<file path="src/rtl/instruction_fetch.sv">
// instruction_fetch: PC register, IF/ID pipeline register and fetch counter with BOOT/RUN/TRAP control.
// Optional MISALIGN_TRAP_EN traps misaligned redirects instead of forcing word alignment.
module instruction_fetch #(
    parameter logic [31:0] RESET_PC = 32'h0000_0000
) (
    input  logic        IF_clk,
    input  logic        IF_rst_n,
    input  logic        IF_stall,
    input  logic        IF_flush,
    input  logic        IF_redirect,
    input  logic [31:0] IF_target,
    input  logic [31:0] IF_imem_instr,
    output logic [31:0] IF_pc,
    output logic [31:0] IF_id_instr,
    output logic [31:0] IF_id_pc4,
    output logic        IF_id_valid,
    output logic [31:0] IF_fetch_cnt,
    output logic        IF_misalign
);
    typedef enum logic [1:0] {BOOT, RUN, TRAP} state_t;
    state_t state;
    logic [31:0] pc4;
    logic bad_target;
    assign pc4 = IF_pc + 32'd4;
`ifdef MISALIGN_TRAP_EN
    assign bad_target = IF_target[1:0] != 2'b00;
`else
    assign bad_target = 1'b0;
    assign IF_misalign = 1'b0;
`endif
    always_ff @(posedge IF_clk or negedge IF_rst_n) begin
        if (!IF_rst_n) begin
            state        <= BOOT;
            IF_pc        <= RESET_PC;
            IF_id_instr  <= 32'd0;
            IF_id_pc4    <= 32'd0;
            IF_id_valid  <= 1'b0;
            IF_fetch_cnt <= 32'd0;
`ifdef MISALIGN_TRAP_EN
            IF_misalign  <= 1'b0;
`endif
        end else begin
            case (state)
                BOOT: state <= RUN;
                RUN: begin
                    if (IF_redirect || IF_flush) begin
                        IF_id_instr <= 32'd0;
                        IF_id_pc4   <= 32'd0;
                        IF_id_valid <= 1'b0;
                    end
                    if (IF_redirect) begin
                        if (bad_target) begin
                            state <= TRAP;
`ifdef MISALIGN_TRAP_EN
                            IF_misalign <= 1'b1;
`endif
                        end else begin
                            IF_pc <= {IF_target[31:2], 2'b00};
                        end
                    end else if (!IF_stall) begin
                        IF_pc <= pc4;
                        if (!IF_flush) begin
                            IF_id_instr  <= IF_imem_instr;
                            IF_id_pc4    <= pc4;
                            IF_id_valid  <= 1'b1;
                            IF_fetch_cnt <= IF_fetch_cnt + 32'd1;
                        end
                    end
                end
                default: IF_id_valid <= 1'b0;
            endcase
        end
    end
endmodule
</file>
<file path="config.mk">
export PLATFORM = sky130hd
export DESIGN_NAME = instruction_fetch
export DESIGN_NICKNAME = d
export VERILOG_FILES = /design/src/rtl/instruction_fetch.sv
export SDC_FILE = /design/constraint.sdc
export NUM_CORES = 1
export LEC_CHECK = 0
export CORE_UTILIZATION = 52
export CTS_BUF_LIST = sky130_fd_sc_hd__clkbuf_8
export CTS_CLUSTER_SIZE = 12
export DETAILED_ROUTE_END_ITERATION = 6
export PLACE_DENSITY = 0.95
export RECOVER_POWER = 25
export SYNTH_ARGS = -nofsm -noshare
export SYNTH_HDL_FRONTEND = slang
export SYNTH_SLANG_ARGS = --single-unit
</file>
<file path="constraint.sdc">
create_clock -name IF_clk -period 3.45 [get_ports IF_clk]
set_clock_uncertainty 0.1 [all_clocks]
set_input_delay 0.5175 -clock IF_clk [delete_from_list [all_inputs] [get_ports IF_clk]]
set_output_delay 0.5175 -clock IF_clk [all_outputs]
set_load 0.1 [all_outputs]
</file>
# Word-level counts from Yosys, hierarchy flattened
# Cells that the tools add are included.
# totals
ff_bits	130
in_bits	69
word_cells	31
# classes
add_sub_neg	2
eq_ne	1
n_mux	15
bitwise_logic	3
n_reduce_logical	4
# ops
cell	count
2-to-1 mux 32 bit	10
adder 32 x 1 -> 32 bit, second input constant	1
adder 32 x 3 -> 32 bit, second input constant	1
2-to-1 mux 1 bit	4
AND reduction 4 bit	1
NOT 1 bit	3
logical NOT 2 bit	1
!= test 2 x 1 -> 1 bit, second input constant	1
case mux 1 bit (2 select lines)	1
AND reduction 2 bit	1
logical OR 1 bit	1

# Depth between registers and ports, before layout
# depth
word_depth	6
ltp_mapped	8

# Worst setup path after synthesis
# No wires, ideal clock.
# synth_path
kind	reg2reg
from	register IF_pc[10]
to	register IF_pc[29]
arrival_time_ps	2626
required_time_ps	3219
slack_ps	593
stages_incl_launch_ff	7
path_buffers	1
cell_sequence	dfrtp_1 -> buf_2 -> nand3_1 -> nor4_4 -> nand4_1 -> and3_1 -> or3_1
# synth_via
elab_chain_cells	3
# synth_rtl
item	line	text
start: declaration	13	output logic [31:0] IF_pc,
start signal: assignment	58	IF_pc <= {IF_target[31:2], 2'b00};
start signal: assignment	61	IF_pc <= pc4;
adder 32 x 3 -> 32 bit	24	assign pc4 = IF_pc + 32'd4;
2-to-1 mux 32 bit	60	end else if (!IF_stall) begin
2-to-1 mux 32 bit	51	if (IF_redirect) begin
# Every way passes these cells. The select of a mux whose other input is x is not followed.
# A chain may end at the register's enable or synchronous reset.

# Worst setup path after layout
# layout_path
from	register IF_fetch_cnt[17]
to	output IF_fetch_cnt[17]
# layout_rtl
item	line	text
start: declaration	17	output logic [31:0] IF_fetch_cnt,
start signal: assignment	66	IF_fetch_cnt <= IF_fetch_cnt + 32'd1;
# No word-level cell between the ends.

==> metrics.md <==
| Metric | Value |
|---|---|
| Yosys top cell by area | dfrtp_1 |
| Worst r2r path cells | 5 |
| Die area | 12300 um^2 |
| Worst slew pin tran | 1880 ps |
| Via count | 5577 |
| Vias per inst | 5.85 |
| Startpoint types | register |
| Final hold vios | 0 |
| Initial DRC count | between 400 and 500 |
| Max IR drop VDD | between 0.0003 and 0.0004 V |
| Iteration count of the initial detailed-routing pass | 5 |
| Worst slack, placed | about 460 ps |
| Critical-path cell list | clkdlybuf4s50_1 |
| Nets | a little under 900 |
| Clock-pin slew on the worst setup and hold paths | 70 ps |
| Post-route DRC violation count | 0 |
| Post-synthesis mux area share | around 1.3% |
| Synth Area in Adders | 0.406% |
| CP bufs+invs | 1 |
| Setup violators final | 0 |
| Worst Path Class, Setup | register to primary output |
| CP Capture Type | primary output |
| Setup bufs post-CTS | 0 |
| Clock latency on the worst-skew pair | about 420 ps |
| Final WL | 17000 um |
| Slowest stage delay, CP | 1180 ps |
| Synth Cell Area | 6170 um^2 |
| Die Y | 111 um |
| Setup TNS | 0 ps |
| Slew HR | -25.2% |
| Outcome | complete, but fails checks |
| Initial antenna violation count | 0 |
| Post-DP HPWL | 12000 um |
| Slowest cell on the critical path | clkdlybuf4s50_1 |
| Synth Area in Compound Gates | 15.6% |
| Avg WL per Cell | 17.8 um |
| CP top delay family | buffers and inverters |
| Initial core utilization | 53.8% |
| GRT overflow | 0 |
| Failing checks | max-capacitance violations, max-slew violations |
| Core Footprint | 11500 um^2 |
| H-tree depth | 4 |
| Pleak | 3.74 nW |
| Top-level I/O count | 199 |
| Cells after Synth | 615 |
| Clock sinks | ~130 |
| Layout cell share with drive strength beyond 1 | 12.0% |
| CTS tree | yes |
| Post-layout min period | 2690 ps |
| FP Rows | 39 |
| Filler Cells Inserted | 771 |
| Fin worst setup slack | 762 ps |
| Largest family of logic cells by synthesized area | simple AND/OR/NAND/NOR gates |
| Synth-to-Final Area Change | 40.1% |
| Hold path depth | 1 |
| Share of the yosys chip area belonging to registers | 51.9% |
| CTS Buffer Depth | 2 |
| Cts hold-fix bufs | 1 |
| Min Hold Slack | 369 ps |
| CP Max Fanout | 6 |
| Unique masters post-synth | 49 |
| First-pass GRT wire length | 27800 um |
| Power per Cell Area | 579 nW/um^2 |
| Syn Area/Cell | about 10 um^2 |
| Achievable Freq | 372 MHz |
| Top-area cell type share of the netlist area | between 50% and 60% |
| Req. time, crit path | 2830 ps |
| Vias in the first global route | 5401 |
| PostCTS Resize Cnt | 0 |
| GPL Wtd Cong | 0.884 |
| ANT nets after route | 0 |
| Die width | 111 um |
| Port Buffers | 193 |
| Total power | 0.00500 W |
| Final worst-path cycle share | around 80% |
| Total track usage | 28.4% |
| Max Cap Viol | 1 |
| Largest net degree at the start of global routing | 67 |
| Synth top area cells | dfrtp_1 52%, a22o_1 5.4%, nand2_1 4.6% |
| Yosys warns | 0 |
| Worst endpoint data arrival time | around 2100 ps |
| RSZ-0062 raised after global routing | no |
| # diodes | 0 |
| Num CTS Buffers | 17 |
| Worst path depth | 1 |
| Hold WC Path Type | register to register |
| Post-Synth XOR/XNOR Area | under 10% |
| Fin util | between 70% and 80% |
| Synth Area in Simple Gates | 18.5% |
| #FFs+latches synth | approximately 130 |
| Max Slew Vio Count | 34 |
| Root Driver | clkbuf_8 |
[synth_stat cells (all sizes together)]
cell type / n
dfrtp: 128
nand2: 75
a22o: 38
nand3: 36
o21ai: 34
nor2: 33
xnor2: 30
clkbuf: 29
xor2: 29
nand4: 25
o22ai: 18
a21oi: 17
buf: 15
nor3: 13
inv: 9
a31o: 8
and3: 8
nor4: 8
mux2i: 7
a22oi: 6
and2: 6
or3: 6
a41oi: 5
and4: 5
a21o: 4
a31oi: 3
a211oi: 2
conb: 2
ha: 2
nor2b: 2
o31a: 2
or2: 2
a221o: 1
clkinv: 1
mux2: 1
nand2b: 1
nor3b: 1
nor4b: 1
o22a: 1
or4b: 1
[cell families after synthesis]
| logic type | after synthesis |
|---|---|
| other | 2 |
| multiplexers | 8 |
| buffers and inverters | 54 |
| adder cells (fa/ha/maj) | 2 |
| XOR/XNOR | 59 |
| flip-flops | 128 |
| AO/OA/AOI/OAI | 139 |
| AND/OR/NAND/NOR | 223 |
[worst paths after layout]
check,startpoint,endpoint,slack (ps)
hold reg to reg,IF_fetch_cnt[31]$_DFFE_PN0P_,IF_fetch_cnt[31]$_DFFE_PN0P_,370
hold / removal,IF_fetch_cnt[31]$_DFFE_PN0P_,IF_fetch_cnt[31]$_DFFE_PN0P_,370
setup / recovery,IF_fetch_cnt[17]$_DFFE_PN0P_,IF_fetch_cnt[17],760
setup reg to reg,IF_pc[15]$_DFFE_PN0P_,IF_pc[24]$_DFFE_PN0P_,1000
max in group asynchronous,IF_rst_n,IF_id_instr[25]$_DFFE_PN0P_,950
min in group asynchronous,IF_rst_n,IF_fetch_cnt[16]$_DFFE_PN0P_,1040
[cells in the final DEF, fill, tap and decap left out, types with 6 or more instances in the layout]
cell type,synthesis,routed
clkdlybuf4s50_1,0,154
dfrtp_1,128,128
nand2_1,75,74
buf_4,3,47
a22o_1,38,38
nand3_1,36,36
o21ai_0,34,34
nor2_1,32,32
xnor2_1,30,30
xor2_1,29,29
nand4_1,25,25
clkbuf_8,0,21
o22ai_1,18,18
a21oi_1,17,17
nor3_1,12,12
inv_1,9,10
and3_1,8,8
a31o_2,8,8
mux2i_1,7,7
bufinv_16,0,7
and2_1,6,6
or3_1,6,6
a22oi_1,6,6
[area by class of cell]
cell class / instances / area [um^2] / share of cell area (%)
sequential: 128 / 3200 / 37.1
multi-input combinational: 435 / 2750 / 31.8
timing repair buffer: 205 / 1950 / 22.6
clock buffer: 21 / 289 / 3.35
clock inverter: 11 / 231 / 2.68
tap: 143 / 179 / 2.07
inverter: 10 / 37.5 / 0.435
[state kept, by name (all words and copies together), names as in the netlist]
register	flops
IF_fetch_cnt	32
IF_id_pc4	32
state	1
IF_pc	30
IF_id_valid	1
IF_id_instr	32
[report_power, final]
group / total [W] / switching, W / internal (W)
Clock: 0.00166 / 0.000579 / 0.00108
Combinational: 0.00155 / 0.00116 / 0.000388
Sequential: 0.00179 / 0.000181 / 0.00161
[per-stage QoR]
step	area [um^2]	cells
after floorplan	6170	617
after global placement	8110	920
after detailed placement	8110	920
after CTS	8640	953
after global routing	8640	953
final	8640	953
[per-layer routing]
layer | vias up | wire length, um | GRT usage [%]
met3 | 31 | 1470 | 6.34
met1 | 2654 | 6980 | 37.3
li1 | 2574 | - | -
met5 | - | 0 | 0
met4 | 0 | 261 | 9.87
met2 | 318 | 8300 | 46.5
No activity file was read; power rests on OpenSTA's default activity.
